--- config.mk ---
export PLATFORM = sky130hd
export DESIGN_NAME = dmem_access_ctrl
export DESIGN_NICKNAME = d
export VERILOG_FILES = /design/src/rtl/dmem_pkg.sv /design/src/rtl/dmem_mask_enc.sv /design/src/rtl/dmem_access_ctrl.sv
export SDC_FILE = /design/constraint.sdc
export NUM_CORES = 1
export LEC_CHECK = 0
export CAP_MARGIN = 10
export CELL_PAD_IN_SITES_DETAIL_PLACEMENT = 2
export CELL_PAD_IN_SITES_GLOBAL_PLACEMENT = 2
export CORE_MARGIN = 2
export CORE_UTILIZATION = 27
export CTS_BUF_LIST = sky130_fd_sc_hd__clkbuf_8
export CTS_CLUSTER_SIZE = 16
export DETAILED_ROUTE_END_ITERATION = 12
export HOLD_SLACK_MARGIN = 0.15
export PLACE_DENSITY_LB_ADDON = 0.15
export SYNTH_ARGS = -nofsm -noshare
export SYNTH_HDL_FRONTEND = slang
export SYNTH_SLANG_ARGS = --single-unit
--- constraint.sdc ---
create_clock -name clk -period 4.8 [get_ports clk]
set_clock_uncertainty 0.1 [all_clocks]
set_input_delay 0.72 -clock clk [delete_from_list [all_inputs] [get_ports clk]]
set_output_delay 0.72 -clock clk [all_outputs]
set_load 0.05 [all_outputs]
--- src/rtl/dmem_pkg.sv ---
// Shared definitions for the data_mem access path: FSM states, funct3 codes,
// data_mem sign_mask encodings and response error codes.
package dmem_pkg;

  typedef enum logic [2:0] {
    ST_IDLE   = 3'd0,
    ST_ISSUE  = 3'd1,
    ST_SETTLE = 3'd2,
    ST_WAIT   = 3'd3,
    ST_RESP   = 3'd4
  } dmem_state_t;

  localparam logic [2:0] F3_B  = 3'b000;
  localparam logic [2:0] F3_H  = 3'b001;
  localparam logic [2:0] F3_W  = 3'b010;
  localparam logic [2:0] F3_BU = 3'b100;
  localparam logic [2:0] F3_HU = 3'b101;

  // bit3 = sign-extend, bits2:0 = lane mask
  localparam logic [3:0] SM_B_SX = 4'b1001;
  localparam logic [3:0] SM_H_SX = 4'b1011;
  localparam logic [3:0] SM_W    = 4'b0111;
  localparam logic [3:0] SM_B_ZX = 4'b0001;
  localparam logic [3:0] SM_H_ZX = 4'b0011;

  localparam logic [1:0] ERR_NONE     = 2'd0;
  localparam logic [1:0] ERR_MISALIGN = 2'd1;
  localparam logic [1:0] ERR_FUNCT3   = 2'd2;
  localparam logic [1:0] ERR_TIMEOUT  = 2'd3;

endpackage

--- src/rtl/dmem_mask_enc.sv ---
// Combinational funct3 -> sign_mask encoder with legality and alignment checks.
// Shared with the decoder so exceptions can be flagged early.
module dmem_mask_enc
  import dmem_pkg::*;
(
  input  logic       we,
  input  logic [2:0] funct3,
  input  logic [1:0] addr_lo,
  output logic [3:0] sign_mask,
  output logic       illegal,
  output logic       misaligned
);

  always_comb begin
    sign_mask = '0;
    illegal   = 1'b0;
    if (we) begin
      case (funct3)
        F3_B:    sign_mask = SM_B_ZX;
        F3_H:    sign_mask = SM_H_ZX;
        F3_W:    sign_mask = SM_W;
        default: illegal   = 1'b1;
      endcase
    end else begin
      case (funct3)
        F3_B:    sign_mask = SM_B_SX;
        F3_H:    sign_mask = SM_H_SX;
        F3_W:    sign_mask = SM_W;
        F3_BU:   sign_mask = SM_B_ZX;
        F3_HU:   sign_mask = SM_H_ZX;
        default: illegal   = 1'b1;
      endcase
    end
  end

  // An illegal funct3 is never also reported as misaligned.
  always_comb begin
    misaligned = 1'b0;
    if (!illegal) begin
      case (funct3[1:0])
        2'b01:   misaligned = addr_lo[0];
        2'b10:   misaligned = (addr_lo != 2'b00);
        default: misaligned = 1'b0;
      endcase
    end
  end

endmodule

--- src/rtl/dmem_access_ctrl.sv ---
// MEM-stage initiator for the data_mem port: one request at a time, one-cycle
// strobe, waits out clk_stall (with optional timeout), then returns a response.
module dmem_access_ctrl
  import dmem_pkg::*;
#(
  parameter int unsigned TIMEOUT_CYCLES = 64,
  parameter int unsigned CNT_W          = 8
) (
  input  logic        clk,
  input  logic        rst_n,
  input  logic        req_valid,
  output logic        req_ready,
  input  logic        req_we,
  input  logic [2:0]  req_funct3,
  input  logic [31:0] req_addr,
  input  logic [31:0] req_wdata,
  output logic        resp_valid,
  input  logic        resp_ready,
  output logic [31:0] resp_rdata,
  output logic        resp_err,
  output logic [1:0]  resp_err_code,
  output logic [31:0] mem_addr,
  output logic [31:0] mem_write_data,
  output logic        mem_memwrite,
  output logic        mem_memread,
  output logic [3:0]  mem_sign_mask,
  input  logic [31:0] mem_read_data,
  input  logic        mem_clk_stall
);

  dmem_state_t      state;
  logic             we_q;
  logic [CNT_W-1:0] cnt;
  logic [CNT_W-1:0] cnt_inc;
  logic [3:0]       enc_mask;
  logic             enc_illegal;
  logic             enc_misaligned;

  dmem_mask_enc u_mask_enc (
    .we         (req_we),
    .funct3     (req_funct3),
    .addr_lo    (req_addr[1:0]),
    .sign_mask  (enc_mask),
    .illegal    (enc_illegal),
    .misaligned (enc_misaligned)
  );

  assign req_ready = (state == ST_IDLE);
  assign cnt_inc   = cnt + CNT_W'(1);

  always_ff @(posedge clk or negedge rst_n) begin
    if (!rst_n) begin
      state          <= ST_IDLE;
      we_q           <= 1'b0;
      cnt            <= '0;
      resp_valid     <= 1'b0;
      resp_rdata     <= '0;
      resp_err       <= 1'b0;
      resp_err_code  <= ERR_NONE;
      mem_addr       <= '0;
      mem_write_data <= '0;
      mem_memwrite   <= 1'b0;
      mem_memread    <= 1'b0;
      mem_sign_mask  <= '0;
    end else begin
      case (state)
        ST_IDLE: begin
          if (req_valid) begin
            mem_addr       <= req_addr;
            mem_write_data <= req_wdata;
            mem_sign_mask  <= enc_mask;
            we_q           <= req_we;
            if (enc_illegal || enc_misaligned) begin
              resp_valid    <= 1'b1;
              resp_err      <= 1'b1;
              resp_err_code <= enc_illegal ? ERR_FUNCT3 : ERR_MISALIGN;
              resp_rdata    <= '0;
              state         <= ST_RESP;
            end else begin
              mem_memread  <= ~req_we;
              mem_memwrite <= req_we;
              state        <= ST_ISSUE;
            end
          end
        end
        ST_ISSUE: begin
          mem_memread  <= 1'b0;
          mem_memwrite <= 1'b0;
          state        <= ST_SETTLE;
        end
        ST_SETTLE: begin
          cnt   <= '0;
          state <= ST_WAIT;
        end
        ST_WAIT: begin
          if (!mem_clk_stall) begin
            resp_rdata    <= we_q ? '0 : mem_read_data;
            resp_err      <= 1'b0;
            resp_err_code <= ERR_NONE;
            resp_valid    <= 1'b1;
            state         <= ST_RESP;
          end else if ((TIMEOUT_CYCLES != 0) && (cnt_inc == CNT_W'(TIMEOUT_CYCLES))) begin
            // The stalled cycle being counted here is itself the TIMEOUT_CYCLES-th.
            resp_rdata    <= '0;
            resp_err      <= 1'b1;
            resp_err_code <= ERR_TIMEOUT;
            resp_valid    <= 1'b1;
            state         <= ST_RESP;
          end else begin
            cnt <= cnt_inc;
          end
        end
        ST_RESP: begin
          if (resp_ready) begin
            resp_valid <= 1'b0;
            state      <= ST_IDLE;
          end
        end
        default: begin
          mem_memread  <= 1'b0;
          mem_memwrite <= 1'b0;
          resp_valid   <= 1'b0;
          state        <= ST_IDLE;
        end
      endcase
    end
  end

endmodule

Word-level counts from Yosys, hierarchy flattened
Index checks and enable logic that the tools add are counted.
Widths: inputs -> output; s select.
- output and inout port bits: 107
- word-level logic and storage cells: 93
- input port bits: 105
- latch bits: 0
- memory bits (read-only): 0
- memories kept: 0
- bits in writable memories: 0
- register bits: 118
- bitwise gates (word level): 3
- shift operators: 0
- divide/modulo/power cells: 0
- mux-type cells: 43
- add/sub/neg operators: 1
- reduce and logical (&&, ||, !) cells: 16
- equality and inequality tests: 18
- magnitude comparators: 0
- multiply operators: 0
- operators with widths (kind ; number):
    $mux 32 ; 5
    $pmux 32 s2 ; 1
    $pmux 4 s5 ; 1
    $mux 8 ; 2
    $pmux 8 s2 ; 1
    $mux 3 ; 5
    $pmux 3 s5 ; 1
    $mux 1 ; 14
    $mux 2 ; 5
    $ne 2x2->1 const B ; 5
    $eq 3x2->1 const B ; 3
    $eq 3x3->1 const B ; 3
    $pmux 3 s3 ; 1
    $reduce_and 3->1 ; 3
    $add 8x1->8 const B ; 1
    $eq 8x7->1 const B ; 1
    $pmux 1 s2 ; 4
    $eq 3x1->1 const B ; 2
    $logic_not 3->1 ; 2
    $reduce_bool 2->1 ; 3
    $reduce_or 3->1 ; 2
    $reduce_and 5->1 ; 1
    $reduce_or 5->1 ; 1
    $mux 4 ; 1
    11 further kinds ; 13

Longest topological paths before layout
Gate-level depths: netlist of the first run.
- depth in word-level cells: 9
- mapped depth: 8

Modules after synthesis
A second synthesis of the first run with hierarchy kept.
- cell total of the unflattened synthesis: 365
- area total of the unflattened synthesis: 4903.5 µm²
- by module, submodules not included (module ; instances ; cells each ; sequential area each (µm²) ; area each (µm²)):
    dmem_access_ctrl ; 1 ; 349 ; 2952.8 ; 4793.3
    dmem_mask_enc ; 1 ; 16 ; 0.0 ; 110.1

Worst setup path after synthesis of the first run
Ideal clock, no wire load.
- path type: flip-flop to output port
- start point: reg state[1]
- end point: out req_ready
- buffers on the path: 1
- slack: 2.487 ns
- data arrival time: 1.493 ns
- stages on the path, launching flop included: 4
- path through: dfrtp_1 > or2_2 > buf_2 > nor2_1
- longest elaborated chain between the ends: 1
- ends and longest elaborated chain (item ; line ; text):
    start, declared ; dmem_access_ctrl.sv:31 ; dmem_state_t state;
    start signal, assigned ; dmem_access_ctrl.sv:53 ; state <= ST_IDLE;
    start signal, assigned ; dmem_access_ctrl.sv:78 ; state <= ST_RESP;
    start signal, assigned ; dmem_access_ctrl.sv:82 ; state <= ST_ISSUE;
    $logic_not 3->1 ; dmem_access_ctrl.sv:48 ; assign req_ready = (state == ST_IDLE);
    end, declared ; dmem_access_ctrl.sv:12 ; output logic req_ready,
Every way passes these cells.

Worst setup path in the final report of the first run
- start point: reg state[0]
- end point: out req_ready
The elaborated chain is that of the path after synthesis.

==> impl_metrics.json, run 1 <==
{
  "result_of_the_run": "complete, no violations",
  "std_cell_rows": 49,
  "dp.final_hpwl_mm": 12.3,
  "grt_setup_unrepaired": "no",
  "synth.cell_area_um2": 4930,
  "worstSkewPairLatency_ns": 0.43,
  "clock_sink_count": 118,
  "flow.area_growth_from_synthesis_pct": 56.0,
  "grt.overflow.total": 0,
  "post-cts-setup-buffers": 0,
  "kind_of_start_point_of_the_critical_path": "flip-flop",
  "ys_warn_count": 0,
  "io_pins": 212,
  "synth_edf_count": 0,
  "htreeDepth": 4,
  "critPathMaxStageDelay_ns": 0.82,
  "worst_slew_pin_tran_ns": 0.840,
  "groute.layer.met3.usage_pct": 6.53,
  "crit_fanout": 20,
  "report.final.setup_viol": 0,
  "routed_wire_length_per_instance_um": 18.5,
  "slowest_stage": "sky130_fd_sc_hd__clkdlybuf4s50_1",
  "postSynthRegisterBits": 118,
  "totalNegativeSetupSlack_ns": 0,
  "clk_transition_reported_paths_ns": 0.07,
  "global_route.peak_usage_layer": "met2",
  "fin_crit_ns": 3.30,
  "grt.met2_usage_pct": 30.5,
  "count_of_different_cell_masters_after_synthesis": 51,
  "route.detailed.vias_per_inst": 4.79,
  "sequential_cell_area_fraction_in_the_yosys_report_pct": 59.9,
  "ant_nets": 0,
  "maxCapViolCount": 0,
  "fp.dieW_um": 139,
  "number_of_buffers_created_by_cts": 17,
  "antenna_violations_before_repair": 0,
  "nets": 809,
  "dominantRegCellSynth": "sky130_fd_sc_hd__dfrtp_1",
  "synthCells": 496,
  "route.vias.total": 4504,
  "n_fill_cell": 1878,
  "groute.layer.met1.usage_pct": 21.9,
  "finalHoldViolCount": 0,
  "maxClockFrequency_mhz": 303,
  "core_um2": 18000,
  "min-delay-path-class": "input pin to asynchronous set/reset pin",
  "timing.final.crit_share_pct": 68.8,
  "dr.pass1.iters": 4,
  "power.leakage_nw": 3.49,
  "timing.final.max_slew_violations": 0,
  "peakVddDrop_mv": 0.338,
  "grt_max_degree": 56,
  "die_height_um": 139,
  "detail_route.wirelength_mm": 17.4,
  "timing.critical_path.to_type": "primary output",
  "vias_in_the_first_global_route": 4990,
  "layout-drive-gt1-share_pct": 6.46,
  "cts_root_buf": "sky130_fd_sc_hd__clkbuf_8",
  "route.detailed.drc": 0,
  "avgSynthCellArea_um2": 9.94,
  "worst_hold_slack_ns": 0.185,
  "antennaDiodeCount": 0,
  "timing.critical_path.cells": "or2_2 -> nor2_1 -> clkdlybuf4s50_1",
  "grt_usage_pct": 18.2,
  "path_class": "flip-flop to primary output",
  "drt-initial-drc-count": 126,
  "holdBufCountCts": 0,
  "fp.dieArea_um2": 19400,
  "postSynthNetCount": 605,
  "first_pass_grt_wire_length_mm": 27.7,
  "cts_repair_resize_count": 0,
  "initial_utilization_pct": 27.4,
  "required_ns": 3.98,
  "async_flop_share_pct": 100,
  "slew_headroom_pct": 44.0,
  "gpl.final_weighted_congestion": 0.718,
  "power_density_nw_per_um2": 792,
  "max-clock-path-buffers": 2,
  "numPortBuffers": 211,
  "critPathArrivalTime_ns": 2.48,
  "tritoncts_clock_tree": "done"
}
## sequential cells by signal, indices dropped and copies added, names as in the netlist, 2 cells and up
name and flops:
mem_sign_mask 4, resp_rdata 32, mem_addr 32, cnt 8, mem_write_data 32, state 3, resp_err_code 2
## per-stage QoR
stage / utilization (%) / worst slack (ns) / cell area (µm²) / total power [W] / instances
floorplan: - / 2.49 / 4930 / 0.00386 / 496
global placement: 40.0 / 1.28 / 7190 / 0.00500 / 908
detailed placement: 40.0 / 1.15 / 7190 / 0.00510 / 908
CTS: 42.5 / 1.42 / 7630 / 0.00617 / 939
global route: 42.8 / 1.33 / 7690 / 0.00643 / 941
finish: 42.8 / 1.50 / 7690 / 0.00609 / 941
## final cells by class
| type | instances | area, µm² | share of cell area [%] |
|---|---|---|---|
| flip-flops and latches | 118 | 2950 | 38.4 |
| well taps | 229 | 287 | 3.73 |
| inverters | 5 | 18.8 | 0.244 |
| clock inverters | 10 | 151 | 1.97 |
| clock buffers | 21 | 289 | 3.76 |
| repair buffers | 218 | 2200 | 28.6 |
| multi-input cells | 340 | 1790 | 23.3 |
## cells in the final DEF, fill, tap and decap left out, types with 3 or more instances in the layout
master                              n
sky130_fd_sc_hd__clkdlybuf4s50_1  210
sky130_fd_sc_hd__nand2_1          207
sky130_fd_sc_hd__dfrtp_1          118
sky130_fd_sc_hd__a32o_1            34
sky130_fd_sc_hd__clkbuf_8          21
sky130_fd_sc_hd__nor2_1            12
sky130_fd_sc_hd__nand3_1           11
sky130_fd_sc_hd__o21ai_0            7
sky130_fd_sc_hd__inv_1              6
sky130_fd_sc_hd__nand2b_1           6
sky130_fd_sc_hd__buf_4              6
sky130_fd_sc_hd__a21oi_1            4
sky130_fd_sc_hd__ha_1               4
sky130_fd_sc_hd__bufinv_16          4
sky130_fd_sc_hd__clkinv_2           4
sky130_fd_sc_hd__nor3_1             3
sky130_fd_sc_hd__o31ai_1            3
sky130_fd_sc_hd__a31oi_1            3
## cells in the mapped netlist, drive strengths merged, types with 4 or more instances
cell | instances | area [µm²]
a21oi | 4 | 20.0
nand2b | 7 | 51.3
clkbuf | 11 | 46.3
buf | 22 | 130
nand3 | 11 | 55.1
nor2 | 13 | 56.3
a32o | 34 | 340
nor3 | 4 | 25.0
nand2 | 207 | 777
o21ai | 9 | 48.8
ha | 4 | 50.1
dfrtp | 118 | 2950
inv | 5 | 18.8
## worst paths after layout
kind / from / end / slack, ns / cells past startpoint
max in group asynchronous: rst_n / mem_write_data[24] / 3.44 / 2
min in group clk: mem_addr[24] / mem_addr[24] / 0.38 / 2
min reg2reg: mem_addr[24] / mem_addr[24] / 0.38 / 2
max: state[0] / req_ready / 1.50 / 3
max reg2reg: state[0] / mem_sign_mask[1] / 2.14 / 5
min: rst_n / mem_addr[17] / 0.19 / 1
## layer usage
metal | vias to the layer above | share of wire [%] | routed length (µm)
met5 | - | 0 | 0
met4 | 0 | 1.3 | 225
met3 | 15 | 6.9 | 1200
met2 | 142 | 49 | 8500
met1 | 2270 | 43 | 7480
li1 | 2077 | - | -
## worst max-delay path, delay by kind of cell, from the launching register on
family        cells  cell delay (ns)
buf+inv           1             0.82
flops             1             0.62
simple gates      2             0.61
## report_power, final
group / internal (W) / total (W) / switching, W
Clock: 0.000613 / 0.00102 / 0.000403
Combinational: 0.00109 / 0.00334 / 0.00225
Sequential: 0.00144 / 0.00173 / 0.000296
## kinds of logic after synthesis
logic type               synth area share (%)
adder cells (fa/ha/maj)                  1.02
AO/OA/AOI/OAI                            12.9
XOR/XNOR                                0.355
buffers and inverters                    3.96
flip-flops                               59.9
multiplexers                            0.228
AND/OR/NAND/NOR                          21.7
Power figures use the tool's default switching activity.
==> inputs of run 2 (changes only) <==
- CORE_UTILIZATION: 27 -> 23
- clock period: 4.8 -> 2.9 ns (I/O delays scaled with it)
==> impl_metrics.json, run 2 (synthesis results as in run 1) <==
{
  "detail_route.wirelength_mm": 17.9,
  "std_cell_rows": 53,
  "critPathMaxStageDelay_ns": 0.82,
  "antenna_violations_before_repair": 0,
  "critPathArrivalTime_ns": 2.22,
  "power_frac_seq_pct": 28.2,
  "power_density_nw_per_um2": 1300,
  "crit_fanout": 7,
  "routed_wire_length_per_instance_um": 18.1,
  "p_clk_share_pct": 16.4,
  "r2r_start": "cnt[0]",
  "dr.pass1.iters": 4,
  "grt_usage_pct": 16.1,
  "final_cell_mix": "sky130_fd_sc_hd__clkdlybuf4s50_1, sky130_fd_sc_hd__nand2_1, sky130_fd_sc_hd__dfrtp_1, sky130_fd_sc_hd__a32o_1, sky130_fd_sc_hd__clkbuf_8",
  "maxClockFrequency_mhz": 363,
  "slowest_stage": "sky130_fd_sc_hd__clkdlybuf4s50_1",
  "numPortBuffers": 211,
  "timing.critical_path.to": "req_ready",
  "timing.final.max_slew_violations": 0,
  "grt.overflow.total": 0,
  "die_height_um": 150,
  "grt_max_degree": 62,
  "result_of_the_run": "complete, no violations",
  "drt-initial-drc-count": 122,
  "worstSetupStartpoint": "state[1]",
  "required_ns": 2.37,
  "timing.critical_path.to_type": "primary output",
  "initial_utilization_pct": 23.5,
  "maxCapViolCount": 0,
  "fp.dieArea_um2": 22600,
  "slew_headroom_pct": 60.0,
  "ant_nets": 0,
  "flow.area_growth_from_synthesis_pct": 57.8,
  "timing.final.crit_share_pct": 94.9,
  "antennaDiodeCount": 0,
  "cts_root_buf": "sky130_fd_sc_hd__clkbuf_8",
  "cell_internal_pwr_w": 0.00517,
  "layout-drive-gt1-share_pct": 7.24,
  "layout.cells.most_common": "sky130_fd_sc_hd__clkdlybuf4s50_1",
  "max-clock-path-buffers": 2,
  "nets": 815,
  "timing.critical_path.cells": "or2_2 -> nor2_1 -> clkdlybuf4s50_1",
  "p_switching_w": 0.00492,
  "path_class": "flip-flop to primary output",
  "io_pins": 212,
  "critical_path_depth": 3,
  "post-cts-setup-buffers": 0,
  "setup_slack_on_the_worst_flop_to_flop_path_ns": 0.47,
  "power.leakage_nw": 3.50,
  "worst_r2r_endpoint": "resp_rdata[11]",
  "fin_crit_ns": 2.75,
  "route.detailed.vias_per_inst": 4.57,
  "totalNegativeSetupSlack_ns": 0,
  "worst_hold_slack_ns": 0.379,
  "vias_in_the_first_global_route": 5045,
  "netSwitchingFraction_pct": 48.8,
  "report.final.setup_viol": 0,
  "kind_of_start_point_of_the_critical_path": "flip-flop",
  "r2r.worst_path.cells": 6,
  "peakVddDrop_mv": 0.625,
  "gpl.final_weighted_congestion": 0.724,
  "min-delay-path-class": "input pin to asynchronous set/reset pin",
  "route.detailed.drc": 0,
  "dp.final_hpwl_mm": 13.0,
  "clk_transition_reported_paths_ns": 0.08,
  "combinationalPowerShare_pct": 55.4,
  "first_pass_grt_wire_length_mm": 28.1,
  "crit_buf_inv": 1,
  "htreeDepth": 4,
  "finalHoldViolCount": 0,
  "largestRegisters": "mem_addr: 32 flops, mem_write_data: 32 flops, resp_rdata: 32 flops",
  "timing.critical_path.max_delay_family": "buffers and inverters",
  "worstSkewPairLatency_ns": 0.43,
  "fp.dieW_um": 150,
  "core_um2": 21000,
  "worst_slew_pin_tran_ns": 0.598,
  "route.vias.total": 4539,
  "number_of_buffers_created_by_cts": 17,
  "grt_setup_unrepaired": "no",
  "clock_sink_count": 118,
  "tritoncts_clock_tree": "done"
}
run 2: cell count changes in the layout (fill, tap and decap cells not counted), sizes merged:
| cell | previous run | this run |
|---|---|---|
| buf | 8 | 13 |
| clkbuf | 21 | 18 |
| clkinvlp | 1 | 3 |
| clkinv | 4 | 5 |
| dlygate4sd3 | 0 | 1 |
run 2: power by group through the flow:
stage	Sequential [W]	Clock (W)	Combinational, W
2_1_floorplan	0.00518	0	0.00121
3_3_place_gp	0.00283	0	0.00556
3_5_place_dp	0.00288	0	0.00566
4_1_cts	0.00287	0.00173	0.00568
5_1_grt	0.00296	0.00181	0.00593
6_report	0.00284	0.00166	0.00559
run 2: repair_timing:
item | in CTS | in global routing
endpoints found under the setup margin | 0 | 0
gates resized for setup | 0 | 0
hold buffers | 1 | 0
hold endpoints to repair | 28 | 0
run 2: worst register-to-register path: cells and delay by family, from the launching register on:
| kind | cells | cell delay [ns] |
|---|---|---|
| DFF | 1 | 0.47 |
| and+or+nand+nor | 2 | 0.63 |
| AOI/OAI and AO/OA | 3 | 0.88 |
| buffers and inverters | 1 | 0.26 |
run 2: per-layer routing:
layer	vias to the layer above	routed length (µm)	GRT usage (%)
met4	0	192	4.81
met2	149	8620	26.0
met3	13	1420	6.06
met1	2277	7700	20.1
met5	-	0	0
li1	2100	-	-
run 2: worst min-delay path by stage:
| stage | from | endpoint | cells past startpoint |
|---|---|---|---|
| after global placement | rst_n | mem_addr[10] | 1 |
| after floorplan | rst_n | cnt[0] | 0 |
| after detailed placement | rst_n | mem_addr[17] | 1 |
| after global routing | rst_n | mem_addr[10] | 2 |
| after CTS | rst_n | mem_addr[17] | 2 |
| final | rst_n | mem_addr[17] | 2 |
run 2: area by class of cell:
type / instances / area (µm²)
Fill cell: 2301 / 13200
Tap cell: 275 / 344
Clock buffer: 18 / 248
Inverter: 5 / 18.8
Multi-Input combinational cell: 340 / 1790
Sequential cell: 118 / 2950
Clock inverter: 13 / 180
Timing Repair Buffer: 224 / 2250
run 2: per-stage QoR:
step / instances / utilization (%) / total power, W / setup WS [ns] / area [µm²]
after detailed placement: 961 / 34.9 / 0.00854 / 0.260 / 7340
final: 993 / 37.0 / 0.0101 / 0.147 / 7780
after global routing: 993 / 37.0 / 0.0107 / 0.0319 / 7780
after floorplan: 496 / - / 0.00639 / 0.872 / 4930
after global placement: 961 / 34.9 / 0.00838 / 0.333 / 7340
after CTS: 993 / 37.0 / 0.0103 / 0.0824 / 7780
